--- src/rtl/instr_fetch_buffer.sv ---
// Instruction fetch queue: issues one read per cycle, result visible on inst two cycles after imem_en.
// Stalls the PC unit when queued plus in-flight entries fill the queue; redirect or reset flushes everything.
module instr_fetch_buffer #(
    parameter int ADDR_WIDTH = 16,
    parameter int DATA_WIDTH = 32,
    parameter int DEPTH      = 4
) (
    input  logic                  clk,
    input  logic                  rst,
    input  logic [ADDR_WIDTH-1:0] pc,
    input  logic                  redirect,
    output logic                  stall,
    output logic                  imem_en,
    output logic [ADDR_WIDTH-1:0] imem_addr,
    input  logic [DATA_WIDTH-1:0] imem_rdata,
    output logic [DATA_WIDTH-1:0] inst,
    output logic [ADDR_WIDTH-1:0] inst_pc,
    output logic                  inst_valid,
    input  logic                  inst_ready
);
    localparam int PW = $clog2(DEPTH);
    localparam int CW = PW + 1;

    logic [DATA_WIDTH-1:0] data_q [DEPTH];
    logic [ADDR_WIDTH-1:0] addr_q [DEPTH];

    logic [PW-1:0]         rd_ptr_q, rd_ptr_d;
    logic [PW-1:0]         wr_ptr_q, wr_ptr_d;
    logic [CW-1:0]         count_q, count_d;
    logic                  pend_q, pend_d;
    logic [ADDR_WIDTH-1:0] pend_pc_q, pend_pc_d;
    logic [CW-1:0]         occ;
    logic                  flush, push, pop;

    // Occupancy counts the in-flight read so a returning word always has a free slot.
    assign occ        = count_q + CW'(pend_q);
    assign stall      = !rst && (occ >= CW'(DEPTH));
    assign imem_en    = !stall && !redirect && !rst;
    assign imem_addr  = pc;
    assign inst_valid = !rst && (count_q != '0);
    assign inst       = data_q[rd_ptr_q];
    assign inst_pc    = addr_q[rd_ptr_q];

    assign flush = rst || redirect;
    assign push  = pend_q && !flush;
    assign pop   = inst_valid && inst_ready && !flush;

    always_comb begin
        rd_ptr_d  = rd_ptr_q;
        wr_ptr_d  = wr_ptr_q;
        count_d   = count_q;
        pend_d    = imem_en;
        pend_pc_d = imem_en ? pc : pend_pc_q;
        if (flush) begin
            rd_ptr_d = '0;
            wr_ptr_d = '0;
            count_d  = '0;
        end else begin
            if (push) wr_ptr_d = wr_ptr_q + PW'(1);
            if (pop)  rd_ptr_d = rd_ptr_q + PW'(1);
            case ({push, pop})
                2'b10:   count_d = count_q + CW'(1);
                2'b01:   count_d = count_q - CW'(1);
                default: count_d = count_q;
            endcase
        end
    end

    always_ff @(posedge clk) begin
        if (rst) begin
            rd_ptr_q  <= '0;
            wr_ptr_q  <= '0;
            count_q   <= '0;
            pend_q    <= 1'b0;
            pend_pc_q <= '0;
        end else begin
            rd_ptr_q  <= rd_ptr_d;
            wr_ptr_q  <= wr_ptr_d;
            count_q   <= count_d;
            pend_q    <= pend_d;
            pend_pc_q <= pend_pc_d;
        end
    end

    always_ff @(posedge clk) begin
        if (push) begin
            data_q[wr_ptr_q] <= imem_rdata;
            addr_q[wr_ptr_q] <= pend_pc_q;
        end
    end

    a_no_overflow: assert property (@(posedge clk) !(push && count_q == CW'(DEPTH)));

endmodule
--- config.mk ---
export PLATFORM = sky130hd
export DESIGN_NAME = instr_fetch_buffer
export DESIGN_NICKNAME = d
export VERILOG_FILES = /design/src/rtl/instr_fetch_buffer.sv
export SDC_FILE = /design/constraint.sdc
export NUM_CORES = 1
export LEC_CHECK = 0
export CAP_MARGIN = 20
export CORE_ASPECT_RATIO = 0.5
export CORE_UTILIZATION = 54
export CTS_BUF_LIST = sky130_fd_sc_hd__clkbuf_4 sky130_fd_sc_hd__clkbuf_8
export CTS_CLUSTER_DIAMETER = 120
export DETAILED_ROUTE_END_ITERATION = 12
export GPL_ROUTABILITY_DRIVEN = 0
export PLACE_DENSITY = 0.79
export SLEW_MARGIN = 20
export SYNTH_ARGS = -nofsm -noshare
export SYNTH_HDL_FRONTEND = slang
export SYNTH_SLANG_ARGS = --single-unit
--- constraint.sdc ---
create_clock -name clk -period 4.1 [get_ports clk]
set_clock_uncertainty 0.1 [all_clocks]
set_input_delay 0.41 -clock clk [delete_from_list [all_inputs] [get_ports clk]]
set_output_delay 0.41 -clock clk [all_outputs]
set_load 0.01 [all_outputs]
# Word level (Yosys, flattened, before mapping)
# Memory sizes are Yosys's and may differ from the RTL's. A register that Yosys moved wholly into a read port is not among the register bits.
# Index checks and enable logic that the tools add are counted.
# op_classes
n_mux	7
div_mod_pow	0
addsub	5
n_eq_ne	2
reduce_logical	15
n_lt_le_gt_ge	1
shifts	0
multipliers	0
bitwise_logic	0
# ops
cell	n
2-to-1 mux 2 bit	4
logical AND 1 bit	7
one-hot mux 3 bit (2 select lines)	1
adder 2 x 1 -> 2 bit (second input constant)	2
zero test 1 bit	4
adder 3 x 1 -> 3 bit	1
adder 3 x 1 -> 3 bit (second input constant)	1
greater-or-equal comparator 3 bit (second input constant)	1
nonzero test 3 bit	1
subtractor 3 x 1 -> 3 bit (second input constant)	1
equality test 2 x 1 -> 1 bit (second input constant)	1
equality test 2 bit (second input constant)	1
2-to-1 mux 1 bit	2
nonzero test 2 bit	1
OR reduction 2 bit	1
logical OR 1 bit	1
# totals
latchBits	0
regBits	24
in_bits	52
ramBits	192
output_inout_bits	67
n_memories	2
mem_bits_ro	0
elab_cells	37
# memory_table
memory	depth	width	read_ports	rd_ports_with_merged_regs	wr	line_no	text
data_q	4	32	1	1	1	24	logic [DATA_WIDTH-1:0] data_q [DEPTH];
addr_q	4	16	1	1	1	25	logic [ADDR_WIDTH-1:0] addr_q [DEPTH];

# Logic depth before layout (Yosys ltp)
# Gate-level depths: netlist of run 1.
# depth
depth_word	6
ltp_mapped	9
depth_no_buf	8

# Least setup slack after synthesis of run 1
# No wires, ideal clock.
# synth_path
path_kind	input-to-reg
startpoint	input rst
endpoint	memory addr_q[0][0] (enable)
path_buffers	1
slack_ns	1.540
setup_time_ns	0.411
arrival_time_ns	2.050
required_ns	3.589
stages	3
path_cell_list	buf_2 > nor2_1 > and3_1
# synth_between
elab_chain_cells	5
# synth_lines
element	line_no	text
start, declared	9	input logic rst,
logical OR 1 bit	44	assign flush = rst || redirect;
zero test 1 bit	45	assign push = pend_q && !flush;
logical AND 1 bit	45	
2-to-1 mux 1 bit	86	if (push) begin
2-to-1 mux 1 bit (not written as such)	88	addr_q[wr_ptr_q] <= pend_pc_q;
end, declared	25	
# Every way passes these cells.

==> results of run 1 <==
## cell families (layout without fill, tap and decap cells)
logic type                 after synthesis  in the layout  synth area share [%]
buffers and inverters                   39            190                  2.83
and+or+nand+nor                         39             39                  3.08
AOI/OAI and AO/OA                        6              6                 0.394
adders and majority gates                6              6                  1.00
muxes                                   67             67                  16.2
xor gates and xnor gates                 4              4                 0.424
DFF                                    218            218                  76.1
## per-stage QoR
step                      instance area (um^2)  cells  util (%)
final                                    10200    728      69.4
after global routing                     10200    728      69.4
after CTS                                10200    728      69.4
after detailed placement                  9620    674      65.4
after global placement                    9620    674      65.4
after floorplan                           8260    379         -
## synthesized netlist by cell type (2+ instances only)
cell and count:
mux2_2 8, buf_1 3, mux2i_1 2, nor2b_1 17, edfxtp_1 192, nor2_1 7
xor2_1 2, mux4_2 48, and3_1 4, inv_1 8, dfxtp_1 26, clkbuf_1 2
xnor2_1 2, nor3_1 2, buf_4 18, nand2_1 2, mux2_4 8, ha_1 5
a21oi_1 4, buf_2 7
## worst paths after layout
| path | startpoint | end |
|---|---|---|
| setup / recovery | flip-flop | inst[16] |
| hold / removal | rd_ptr_q[1]$_SDFFE_PP0P_ | flip-flop |
| setup reg to reg | count_q[2]$_SDFFE_PP0P_ | count_q[2]$_SDFFE_PP0P_ |
| hold reg to reg | rd_ptr_q[1]$_SDFFE_PP0P_ | flip-flop |
## power breakdown
part / total (W) / internal [W] / switching, W
clock network: 0.00158 / 0.000843 / 0.000737
registers: 0.00246 / 0.00244 / 0.0000193
logic: 0.000169 / 0.000103 / 0.0000653
## sequential cells by signal, summed over array words and instances (netlist names), named ones only
name,count
addr_q,64
count_q,3
rd_ptr_q,2
pend_pc_q,16
pend_q,1
data_q,128
wr_ptr_q,2
## worst reg2reg max path, delay by kind of cell, from the launching register on
| family | cells | cell delay [ps] |
|---|---|---|
| AND/OR/NAND/NOR | 3 | 680 |
| XOR/XNOR | 1 | 160 |
| buffers and inverters | 1 | 60 |
| AO/OA/AOI/OAI | 1 | 140 |
| adder cells (fa/ha/maj) | 2 | 590 |
| flip-flops | 1 | 480 |
## layout make-up
cell class                      instances  share of cell area, %
Multi-Input combinational cell        122                   17.1
Tap cell                              198                   2.43
Clock buffer                           41                   4.86
Timing Repair Buffer                  128                   12.8
Clock inverter                         13                  0.810
Sequential cell                       218                   61.7
Inverter                                8                  0.295
## per-layer routing
layer / GRT usage [%] / share of wire [%] / up-vias / wire length (um)
met5: 0 / 0 / - / 0
met1: 23.5 / 45 / 1954 / 6220
met4: 4.62 / 1.2 / 0 / 161
met3: 3.74 / 3.9 / 16 / 541
li1: - / - / 1777 / -
met2: 31.4 / 50 / 91 / 6990
==> run metrics, run 1 <==
min setup slack post-route 857 ps; GRT Residual Overflow 0; cell breakdown of the critical path buf_4, mux4_2, clkdlybuf4s50_1; Vias 3838; DRC Markers 0; # H-tree levels 1; register area 0.00629 mm^2; Crit Path Max Fanout 31; Tmin final 3240 ps; area leader, netlist edfxtp_1; initial DRC count 248; Post-synth EDFFs 192; top post-synthesis cells by area edfxtp_1 (70%), mux4_2 (13%), dfxtp_1 (6.3%); TritonCTS buffer count 29; via density per instance 5.27; fillcell total 922; antenna violations before repair 0; ratio of cells with drive above 1 in the final layout 24.7%; final period utilization 79.1%; post-CTS setup buffers 0; synthesized instance count 379; clk sinks 218; Leak Pwr 3.32 nW; WHS Path Cells 1; CP Buf/Inv Count 2; Worst Path Arrival 2730 ps; Port Buffers 118; cts repair resizes 0; Rows 31; R2R Setup Slk 1800 ps; CP Capture Type output port; Die Height 89.4 um; Power Density 413 mW/mm^2; Hold Crit Class flip-flop to flip-flop; post-synthesis sequential area ratio 76.1%; Tot GR Track Use 18.0%; Synth Warn # 0; hold buffer count at cts 0; Max rail drop VDD 248 uV; ANT nets after route 0; commonest non-fill, non-tap cell in the layout edfxtp_1; Worst-Margin Slew 642 ps; Max clock buf depth 3; routed length per instance 19.1 um; synth unique cells 32; Place WS 883 ps; nets 565; unrepaired setup endpoints after global routing no; Multi-input gate area 0.00174 mm^2; number of maximum-capacitance violations 0; Mean Syn Cell Area 21.8 um^2; delay-heaviest family, CP buffers and inverters; Syn Nets 437; largest net degree at the start of global routing 38; Pwr Total 0.00421 W; Yosys reg bits 218; Initial DRT Pass Iterations 4; starting density of the core 56.2%; most frequent cells in the layout edfxtp_1 (192), clkdlybuf4s50_1 (118), mux4_2 (48); slowest cell delay on critical path 760 ps; Crit path depth 3; synthesis-to-finish area growth 23.5%; global-route wire length before repair 21100 um; Rel. slew slack 57.2%; Max Slew Vio Count 0; ys flop type edfxtp_1; critical path type flip-flop to output port; Max Freq 308 MHz; final hold slack 352 ps; core region area 0.0147 mm^2; required time worst endpoint 3590 ps; CTS tree yes; IO Count 119; number of global-route vias before repair 3991; Final Hold Viols 0; status finished clean; die width 177 um; reg2reg path depth 8; Clk Latency, worst-skew pair 530 ps; final setup vio count 0; Async SR Flop Fraction 0%; Mapped Area 0.00826 mm^2; crit path launch type flip-flop; Fin Setup TNS 0 ps; Yosys top cell area share 69.8%; Worst-path clk slew 70 ps; CP max stage cell dfxtp_4; die footprint 0.0158 mm^2; routed wire length 13900 um; Root Buffer clkbuf_8; dpl hpwl 8680 um; ANT cells 0
No activity file was read; power rests on OpenSTA's default activity.
==> inputs of run 2 (changes only) <==
Settings changed: CORE_UTILIZATION 54 to 51, PLACE_DENSITY 0.79 to 0.78.
Clock period 4.1 ns to 2.8 ns, I/O delays scaled along.
==> run 2 against run 1 <==
Cell count increased by 2.2%. Clock-buffer cell count decreased by 1. Via count increased by 1.0%. Sequential power increased by 46%. Die area increased by 5.8%. First-iteration DRC count decreased by 19%. Clock power increased by 47%. Critical endpoint unchanged.
==> run metrics, run 2 (synthesis results as in run 1) <==
most frequent cells in the layout edfxtp_1 (192), clkdlybuf4s50_1 (118), mux4_2 (48); post-route cell area 0.0103 mm^2; fillcell total 1037; critical path type flip-flop to output port; Worst Path Arrival 2210 ps; Max Freq 386 MHz; # H-tree levels 1; delay-heaviest family, CP buffers and inverters; core region area 0.0156 mm^2; starting density of the core 52.9%; Root Buffer clkbuf_8; final setup vio count 0; number of global-route vias before repair 4109; Fin Setup TNS 0 ps; ANT cells 0; synthesis-to-finish area growth 24.8%; final period utilization 92.6%; worst r2r dst count_q[2]$_SDFFE_PP0P_; min setup slack post-route 207 ps; metal3 WL 556 um; IO Count 119; status finished clean; number of maximum-capacitance violations 0; required time worst endpoint 2420 ps; Critical R2R Launch count_q[2]$_SDFFE_PP0P_; Port Buffers 118; commonest non-fill, non-tap cell in the layout edfxtp_1; Vias 3878; hold_sp imem_rdata[12]; crit path launch type flip-flop; ratio of cells with drive above 1 in the final layout 26.7%; cell breakdown of the critical path buf_12, mux4_2, clkdlybuf4s50_1; Leak Pwr 3.40 nW; routed wire length 14000 um; Rows 32; Rel. slew slack 65.9%; Hold Path Sink data_q[2][12]$_DFFE_PP_; DRC Markers 0; Crit Path Max Fanout 18; die footprint 0.0167 mm^2; CP max stage cell mux4_2; dpl hpwl 8490 um; Die Height 92.0 um; Final Hold Viols 0; Crit path depth 3; ANT nets after route 0; Clk Latency, worst-skew pair 520 ps; largest net degree at the start of global routing 44; Hold Crit Class input pin to flip-flop; Initial DRT Pass Iterations 4; Worst-Margin Slew 508 ps; Placed Instance Area 0.00970 mm^2; WHS Path Cells 1; Worst-path clk slew 70 ps; Max clock buf depth 3; initial DRC count 200; Tot GR Track Use 17.5%; cts repair resizes 0; nets 576; Place WS 280 ps; CP Buf/Inv Count 2; TritonCTS buffer count 28; largest registers data_q (128), addr_q (64), pend_pc_q (16); register with the most flip-flops data_q; R2R Setup Slk 510 ps; clk sinks 218; met2 wire length 7000 um; WL met1 6230 um; CTS tree yes; CP Capture Type output port; GRT Residual Overflow 0; Power Density 599 mW/mm^2; Max rail drop VDD 345 uV; routed length per instance 18.8 um; via density per instance 5.21; Largest register FFs 128; die width 182 um; unrepaired setup endpoints after global routing no; reg2reg path depth 8; uppermost layer routed met4; Max Slew Vio Count 0; Tmin final 2590 ps; slowest cell delay on critical path 530 ps; global-route wire length before repair 22100 um; antenna violations before repair 0
run 2: power by group:
group / switching (W) / internal (W) / leakage (nW)
Combinational: 0.0000965 / 0.000154 / 1.12
Clock: 0.00109 / 0.00124 / 0.310
Sequential: 0.0000270 / 0.00357 / 1.97
run 2: worst max path at each step:
stage                                   end  slack (ps)       from
floorplan            addr_q[0][0]$_DFFE_PP_         370        rst
global placement    count_q[2]$_SDFFE_PP0P_         310        rst
detailed placement  count_q[2]$_SDFFE_PP0P_         280        rst
global route                       inst[11]          90  flip-flop
CTS                                inst[11]         160  flip-flop
finish                             inst[16]         210  flip-flop
run 2: metal layers:
| layer | vias up | GRT usage (%) |
|---|---|---|
| met5 | - | 0 |
| met4 | 0 | 4.13 |
| met3 | 19 | 3.46 |
| met2 | 87 | 29.3 |
| met1 | 1982 | 24.1 |
| li1 | 1790 | - |
run 2: cell type report:
| cell class | count | area [um^2] | area share [%] |
|---|---|---|---|
| sequential | 218 | 6290 | 61.0 |
| tap | 204 | 255 | 2.48 |
| clock inverter | 12 | 82.6 | 0.801 |
| inverter | 8 | 30.0 | 0.291 |
| clock buffer | 40 | 494 | 4.80 |
| multi-input combinational | 122 | 1740 | 16.9 |
| timing repair buffer | 140 | 1410 | 13.7 |
run 2: repair_timing:
| action | 4_1_cts | 5_1_grt |
|---|---|---|
| hold buffers | 0 | 0 |
| buffers inserted | 4 | 0 |
| endpoints found under the setup margin | 31 | 0 |
run 2: per-stage QoR:
step	hold slack, ps	total power (W)	instances	util [%]
2_1_floorplan	279	0.00377	379	-
3_3_place_gp	336	0.00391	688	62.1
3_5_place_dp	355	0.00392	688	62.1
4_1_cts	255	0.00624	744	66.0
5_1_grt	258	0.00639	744	66.0
6_report	282	0.00617	744	66.0
==> inputs of run 3 (changes only) <==
Settings changed: GPL_TIMING_DRIVEN set to 0.
==> run 3 against run 2 <==
Global-route usage grew 0.58 points. Sequential share of layout area shrank 1.3 points. Cell count grew 2.8%. Die area is the same. Via count grew 2.4%.
==> run metrics, run 3 (synthesis results as in run 1) <==
status finished clean; synthesis-to-finish area growth 27.4%; Initial DRT Pass Iterations 4; IO Count 119; worst r2r dst count_q[2]$_SDFFE_PP0P_; final period utilization 95.9%; routed length per instance 19.2 um; Worst Path Arrival 2310 ps; routed wire length 14700 um; WHS Path Cells 2; Multi-input gate area 0.00176 mm^2; Worst-path clk slew 70 ps; global-route wire length before repair 22800 um; Die Height 92.0 um; Rel. slew slack 60.7%; final hold slack 269 ps; register with the most flip-flops data_q; Hold Path Sink pend_pc_q[1]$_SDFFE_PP0P_; Tmin final 2690 ps; final setup vio count 0; Hold Crit Class input pin to flip-flop; Crit Path Max Fanout 10; Max Slew Vio Count 0; Fin Setup TNS 0 ps; Tot GR Track Use 18.1%; ANT cells 0; required time worst endpoint 2420 ps; die width 182 um; Leak Pwr 3.51 nW; Critical R2R Launch count_q[2]$_SDFFE_PP0P_; Power Density 596 mW/mm^2; Port Buffers 118; largest registers data_q (128), addr_q (64), pend_pc_q (16); Root Buffer clkbuf_8; Final Hold Viols 0; via density per instance 5.19; GRT Residual Overflow 0; initial DRC count 145; commonest non-fill, non-tap cell in the layout edfxtp_1; TritonCTS buffer count 30; die footprint 0.0167 mm^2; most frequent cells in the layout edfxtp_1 (192), clkdlybuf4s50_1 (116), mux4_2 (48); reg2reg path depth 8; fillcell total 1031; unrepaired setup endpoints after global routing no; antenna violations before repair 0; nets 596; DRC Markers 0; Worst-Margin Slew 585 ps; hold_sp pc[1]; core region area 0.0156 mm^2; CTS tree yes; Vias 3972; ratio of cells with drive above 1 in the final layout 29.2%; # H-tree levels 1; critical path type flip-flop to output port; Clk Latency, worst-skew pair 540 ps; Largest register FFs 128; CP Capture Type output port; largest net degree at the start of global routing 43; Max Freq 372 MHz; dpl hpwl 9050 um; number of global-route vias before repair 4245; R2R Setup Slk 500 ps; ANT nets after route 0; Max clock buf depth 3; Rows 32; clk sinks 218; starting density of the core 52.9%; crit path launch type flip-flop; number of maximum-capacitance violations 0; Max rail drop VDD 324 uV; register area 0.00629 mm^2
## run 3: cell types whose count changed in the layout (fill, tap and decap cells not counted), sizes merged
cell	change
clkdlybuf4s50	-2
dlygate4sd2	+1
dlymetal6s2s	+1
clkinv	-6
bufinv	-1
clkbuf	+12
buf	+16
## run 3: per-layer routing
metal  vias to the layer above  part of all wire [%]  GRT usage, %
li1                       1842                     -             -
met1                      2011                    44          24.5
met3                        15                   4.8          3.65
met5                         -                     0             0
met4                         0                   1.1          4.20
met2                       104                    50          30.8
## run 3: worst max-delay path by stage
stage	depth (start not counted)	from	slack, ps	end
global placement	4	rst	-1240	data_q[3][13]$_DFFE_PP_
global route	4	flip-flop	10	inst_pc[1]
detailed placement	10	rst	-40	count_q[2]$_SDFFE_PP0P_
floorplan	3	rst	370	addr_q[0][0]$_DFFE_PP_
finish	4	flip-flop	110	inst_pc[1]
CTS	4	flip-flop	2	inst_pc[3]
## run 3: critical path: stages (launching register included)
cell and delay (ps):
dfxtp_2 390, buf_12 170, buf_8 180, mux4_2 520
clkdlybuf4s50_1 500
## run 3: layout make-up
cell class / count / area share (%)
sequential: 218 / 59.8
multi-input combinational: 122 / 16.7
timing repair buffer: 127 / 12.6
clock buffer: 50 / 5.47
buffer: 31 / 2.46
tap: 204 / 2.43
inverter: 8 / 0.285
clock inverter: 5 / 0.226
## run 3: power breakdown
part           internal (W)  total (W)  switching, W
Sequential          0.00358    0.00360     0.0000250
Combinational      0.000173   0.000278      0.000105
Clock               0.00129    0.00239       0.00110
Total               0.00504    0.00627       0.00123
## run 3: stage by stage
stage	instance area [um^2]	setup slack [ps]	utilization, %	std cells	total power, W
finish	10500	115	67.4	765	0.00627
global route	10500	10.0	67.4	765	0.00648
CTS	10500	1.86	67.0	760	0.00632
detailed placement	9820	-37.8	62.9	705	0.00394
global placement	9690	-1240	62.1	701	0.00393
floorplan	8260	370	-	379	0.00377
## run 3: what timing repair did
item / 4_1_cts / 5_1_grt
buffers inserted: 0 / 5
hold buffers: 0 / 0
endpoints found under the setup margin: 38 / 20
resized for setup: 17 / 6
cloned: 0 / 0
